==> src/rtl/pc_sequencer.sv <==
// Fetch/branch sequencer for the 8-bit core: walks each instruction through
// fetch, PC increment pairs, operand fetch and jump resolution.
module pc_sequencer (
  input  logic       sys_clk,
  input  logic       sys_rst,
  input  logic       run,
  input  logic       halt_req,
  input  logic [7:0] DBUS,
  input  logic       zf,
  input  logic       cf,
  output logic       MEM_RD,
  output logic       LDPC,
  output logic       LOAD,
  output logic [7:0] load_addr,
  output logic [7:0] IR,
  output logic       EXEC,
  output logic       busy,
  output logic       halted,
  output logic [3:0] state
);

  typedef enum logic [3:0] {
    S_IDLE   = 4'd0,
    S_FETCH  = 4'd1,
    S_LATCH  = 4'd2,
    S_INC1   = 4'd3,
    S_INC2   = 4'd4,
    S_DECODE = 4'd5,
    S_EXEC   = 4'd6,
    S_OFETCH = 4'd7,
    S_OLATCH = 4'd8,
    S_OINC1  = 4'd9,
    S_OINC2  = 4'd10,
    S_JUMP   = 4'd11,
    S_HALT   = 4'd12
  } state_t;

  localparam logic [3:0] OP_JMP = 4'hA;
  localparam logic [3:0] OP_JZ  = 4'hB;
  localparam logic [3:0] OP_JC  = 4'hC;
  localparam logic [3:0] OP_HLT = 4'hF;

  state_t     state_q, state_d;
  logic [7:0] ir_q, ir_d;
  logic [7:0] operand_q, operand_d;
  logic       mem_rd_q, mem_rd_d;
  logic       ldpc_q, ldpc_d;
  logic       load_q, load_d;
  logic       exec_q, exec_d;
  logic       busy_q, busy_d;
  logic       halted_q, halted_d;
  logic       taken_s;

  // Branch condition for the opcode held in IR, using the flags as seen at OLATCH.
  always_comb begin
    taken_s = 1'b0;
    case (ir_q[7:4])
      OP_JMP:  taken_s = 1'b1;
      OP_JZ:   taken_s = zf;
      OP_JC:   taken_s = cf;
      default: taken_s = 1'b0;
    endcase
  end

  // Next-state and datapath latch selection.
  always_comb begin
    state_d   = state_q;
    ir_d      = ir_q;
    operand_d = operand_q;
    case (state_q)
      S_IDLE: begin
        if (run) state_d = S_FETCH;
        else     state_d = S_IDLE;
      end
      S_FETCH: state_d = S_LATCH;
      S_LATCH: begin
        ir_d    = DBUS;
        state_d = S_INC1;
      end
      S_INC1:  state_d = S_INC2;
      S_INC2:  state_d = S_DECODE;
      S_DECODE: begin
        case (ir_q[7:4])
          OP_HLT:               state_d = S_HALT;
          OP_JMP, OP_JZ, OP_JC: state_d = S_OFETCH;
          default:              state_d = S_EXEC;
        endcase
      end
      S_OFETCH: state_d = S_OLATCH;
      S_OLATCH: begin
        operand_d = DBUS;
        if (taken_s) state_d = S_JUMP;
        else         state_d = S_OINC1;
      end
      S_OINC1: state_d = S_OINC2;
      // Instruction boundaries: the only places halt_req is honoured.
      S_EXEC, S_JUMP, S_OINC2: begin
        if (halt_req) state_d = S_IDLE;
        else          state_d = S_FETCH;
      end
      S_HALT: begin
        if (!run) state_d = S_HALT == S_HALT ? S_IDLE : S_IDLE;
        else      state_d = S_HALT;
      end
      default: state_d = S_IDLE;
    endcase
  end

  // Outputs are decoded from the next state so they register alongside it.
  always_comb begin
    mem_rd_d = (state_d == S_FETCH) || (state_d == S_OFETCH);
    ldpc_d   = (state_d == S_INC1)  || (state_d == S_INC2) ||
               (state_d == S_OINC1) || (state_d == S_OINC2);
    load_d   = (state_d == S_JUMP);
    exec_d   = (state_d == S_EXEC);
    busy_d   = (state_d != S_IDLE) && (state_d != S_HALT);
    halted_d = (state_d == S_HALT);
  end

  // State, instruction/operand registers and registered strobes.
  always_ff @(posedge sys_clk or negedge sys_rst) begin
    if (!sys_rst) begin
      state_q   <= S_IDLE;
      ir_q      <= 8'h00;
      operand_q <= 8'h00;
      mem_rd_q  <= 1'b0;
      ldpc_q    <= 1'b0;
      load_q    <= 1'b0;
      exec_q    <= 1'b0;
      busy_q    <= 1'b0;
      halted_q  <= 1'b0;
    end else begin
      state_q   <= state_d;
      ir_q      <= ir_d;
      operand_q <= operand_d;
      mem_rd_q  <= mem_rd_d;
      ldpc_q    <= ldpc_d;
      load_q    <= load_d;
      exec_q    <= exec_d;
      busy_q    <= busy_d;
      halted_q  <= halted_d;
    end
  end

  assign state     = state_q;
  assign IR        = ir_q;
  assign load_addr = operand_q;
  assign MEM_RD    = mem_rd_q;
  assign LDPC      = ldpc_q;
  assign LOAD      = load_q;
  assign EXEC      = exec_q;
  assign busy      = busy_q;
  assign halted    = halted_q;

endmodule

==> config.mk <==
export PLATFORM = sky130hd
export DESIGN_NAME = pc_sequencer
export DESIGN_NICKNAME = d
export VERILOG_FILES = /design/src/rtl/pc_sequencer.sv
export SDC_FILE = /design/constraint.sdc
export NUM_CORES = 1
export LEC_CHECK = 0
export ABC_CLOCK_PERIOD_IN_PS = 5050
export CAP_MARGIN = 40
export CORE_AREA = 2 2 57 59
export DETAILED_ROUTE_END_ITERATION = 7
export DIE_AREA = 0 0 59 61
export PLACE_DENSITY_LB_ADDON = 0.08
export SLEW_MARGIN = 20
export SYNTH_ARGS = -nofsm -noshare
export SYNTH_HDL_FRONTEND = slang
export SYNTH_SLANG_ARGS = --single-unit
==> constraint.sdc <==
create_clock -name sys_clk -period 5.05 [get_ports sys_clk]
set_input_delay 1.01 -clock sys_clk [delete_from_list [all_inputs] [get_ports sys_clk]]
set_output_delay 1.01 -clock sys_clk [all_outputs]
set_load 0.05 [all_outputs]
==> summary.log <==
qor: outcome.run_status completed
qor: sta.worst_pin_slew 0.725 ns
qor: floorplan.initial_utilization 41.0%
qor: worst_setup_path.worst_ep_required_time 4.04 ns
qor: cts.clock_insertion_delay_worst_skew 0.31 ns
qor: finish.num_antenna_cells 0
qor: cts.ctsResizeCount 0
qor: logic_synthesis.synth_mux_area_share 15.8%
qor: floorplan.design.die.area 3600 sq um
qor: drt.postRouteAntennaNets 0
qor: cts.cts.hold.buffers_added 0
qor: sta.clock_skew 0.0110 ns
qor: drt.wl 2.54 mm
qor: logic_synthesis.synth_area_leaders sky130_fd_sc_hd__dfrtp_1, sky130_fd_sc_hd__mux2_2, sky130_fd_sc_hd__nor3b_1, sky130_fd_sc_hd__nand2_1, sky130_fd_sc_hd__o21ai_0
qor: logic_synthesis.synth_most_common_cell sky130_fd_sc_hd__dfrtp_1
qor: sta.peak_freq 355 MHz
qor: finish.post_route_cells_drive_above_1_share 19.0%
qor: worst_hold_path.hp-class flip-flop to flip-flop
qor: global_route.first_pass_grt_wire_length 4.22 mm
qor: finish.post-route-cell-area 1630 sq um
qor: global_route.grt_overflow_total 0
qor: worst_setup_path.crit_path_top_delay_cell sky130_fd_sc_hd__clkdlybuf4s50_1
qor: cts.cts_max_path_buffers 2
qor: logic_synthesis.synth.yosys.seq_area_share 53.8%
qor: worst_setup_path.crit_fanout 14
qor: worst_setup_path.cpPeakStageDelay 0.88 ns
qor: sta.final_count_of_pins_violating_max_slew 0
qor: sta.rsz0062_at_grt false
qor: worst_setup_path.critPathLaunchType flip-flop
qor: drt.drt_pre_antenna_iters 4
qor: place.detailed_place.area 1610 sq um
qor: drt.drt_first_iter_violations 33
qor: cts.count_of_buffers_added_by_post_cts_timing_repair_for_setup 0
qor: global_route.global_route.usage.total 15.8%
qor: worst_setup_path.cp_top_family buffers and inverters
qor: global_route.grt_pass1_vias 859
qor: sta.setup_viol 0
qor: finish.fillers 273
qor: cts.cts_inserted_buffers 3
qor: worst_setup_path.worst-setup-path-type flip-flop to output pin
qor: worst_setup_path.number_of_buffers_and_inverters_on_the_critical_path 1
qor: logic_synthesis.synthDominantAreaCellType sky130_fd_sc_hd__dfrtp_1
qor: logic_synthesis.syn-mean-instance-area 12.2 sq um
qor: global_route.grt_antenna_before_repair 0
qor: drt.via_per_inst 5.41
qor: sta.final_setup_tns 0 ns
qor: logic_synthesis.synth_warnings 0
qor: floorplan.dieHeight 61 microns
qor: logic_synthesis.synth_async_sr_flop_share 100%
qor: logic_synthesis.synth_cells 99
qor: logic_synthesis.count_of_flip_flops_with_a_built_in_enable_after_synthesis 0
qor: logic_synthesis.synth_commonest_cells sky130_fd_sc_hd__dfrtp_1, sky130_fd_sc_hd__mux2_2, sky130_fd_sc_hd__nand2_1
qor: logic_synthesis.synth_fa_ha_area_share 0%
qor: cts.tritoncts_num_sinks 26
qor: drt.drt_drc_violations_left 0
qor: logic_synthesis.synth-main-ff-cell sky130_fd_sc_hd__dfrtp_1
qor: sta.max-slew-margin-rel 51.5%
qor: logic_synthesis.ys_seq_elements 26
qor: floorplan.io_pins 40
qor: floorplan.fp-row-count 20
qor: run.maxCapViolCount 0
qor: drt.avgRoutedWirePerCell 14.9 microns
qor: worst_setup_path.critical_path_arrival 1.80 ns
qor: worst_setup_path.worstPathCellList clkdlybuf4s50_1
qor: place.io_buffers 39
qor: logic_synthesis.combinational_family_with_the_most_area_after_synthesis multiplexers
qor: sta.final_hold_viol_count 0
qor: cts.clk_transition_reported_paths 0.14 ns
qor: cts.clockRootBuffer sky130_fd_sc_hd__clkbuf_4
qor: logic_synthesis.yosys.area_share.simple 15.5%
qor: cts.htreeDepth 1
qor: logic_synthesis.netlist_area 1210 sq um
qor: place.dp_hpwl 1.87 mm
qor: logic_synthesis.post_synth_xor_area_fraction 0.724%
qor: sta.finalCriticalPeriod 2.81 ns
qor: place.gp_routability_congestion 0.762
qor: drt.dr_total_vias 920
qor: logic_synthesis.yosysTopAreaCellShare 53.8%
qor: floorplan.core_outline_area 2950 sq um
qor: logic_synthesis.post_syn_nets 113
qor: finish.num-nets-final 153
qor: logic_synthesis.synth.lib_cells_used.distinct 34
qor: global_route.grt_start_max_net_pins 27
qor: sta.layout_worst_path_cycle_share 55.7%
qor: cts.tritoncts_clock_tree yes
qor: finish.layout_area_overhead 34.7%
qor: floorplan.die_width 59 microns
qor: logic_synthesis.synth_compound_gate_area_share 10.5%
qor: worst_setup_path.timing.critical_path.to_type output pin
[final cells by class]
type / count / area, sq um / area share (%)
sequential: 26 / 651 / 39.9
multi-input combinational: 65 / 515 / 31.6
timing repair buffer: 39 / 385 / 23.6
tap: 33 / 41.3 / 2.53
clock buffer: 3 / 22.5 / 1.38
inverter: 4 / 15.0 / 0.921
[cells by family (layout without fill, tap and decap cells)]
group	count (synthesis)	after routing
flip-flops	26	26
AO/OA/AOI/OAI	17	17
multiplexers	17	17
XOR/XNOR	1	1
buffers and inverters	8	46
AND/OR/NAND/NOR	30	30
[cell usage in the layout, fill, tap and decap left out, types with 3 or more instances in the layout]
cell type                          n
sky130_fd_sc_hd__clkdlybuf4s50_1  38
sky130_fd_sc_hd__dfrtp_1          26
sky130_fd_sc_hd__mux2_2           17
sky130_fd_sc_hd__nand2_1           6
sky130_fd_sc_hd__inv_1             4
sky130_fd_sc_hd__nor3b_1           4
sky130_fd_sc_hd__nor2_1            4
sky130_fd_sc_hd__o21ai_0           4
sky130_fd_sc_hd__clkbuf_4          3
[flip-flops by register name, indices dropped and copies added (netlist names)]
register,count
IR,8
load_addr,8
halted,1
state,4
EXEC,1
MEM_RD,1
LDPC,1
LOAD,1
busy,1
[per-stage QoR]
| stage | util (%) | cells | setup slack, ns | hold WS (ns) |
|---|---|---|---|---|
| 6_report | 55.2 | 170 | 2.24 | 0.518 |
| 5_1_grt | 55.2 | 170 | 2.14 | 0.542 |
| 4_1_cts | 55.2 | 170 | 2.23 | 0.524 |
| 3_5_place_dp | 54.4 | 167 | 2.32 | 0.494 |
| 3_3_place_gp | 54.6 | 167 | 2.33 | 0.487 |
| 2_1_floorplan | - | 99 | 2.76 | 0.714 |
[routing by layer]
layer	track usage (%)	vias to the layer above	part of all wire, %	wire [microns]
met5	0	-	0	0
met4	4.87	0	1.1	27
met3	2.56	4	6.1	155
met2	26.2	32	50	1280
met1	21.4	450	42	1080
li1	-	434	-	-
[path summary, 6_finish.rpt]
path	startpoint	to	slack [ns]	cells past startpoint
worst max-delay path	state[1]	state[1]	2.24	1
worst min-delay path	IR[0]	IR[0]	0.52	1
worst max register to register	state[2]	IR[5]	3.11	4
worst min register to register	IR[0]	IR[0]	0.52	1
max in group asynchronous	sys_rst	MEM_RD	3.99	1
min in group asynchronous	sys_rst	halted	0.67	1
Power is not shown: default switching activity piles up to over one toggle a cycle in this logic, so the estimate is an artifact.
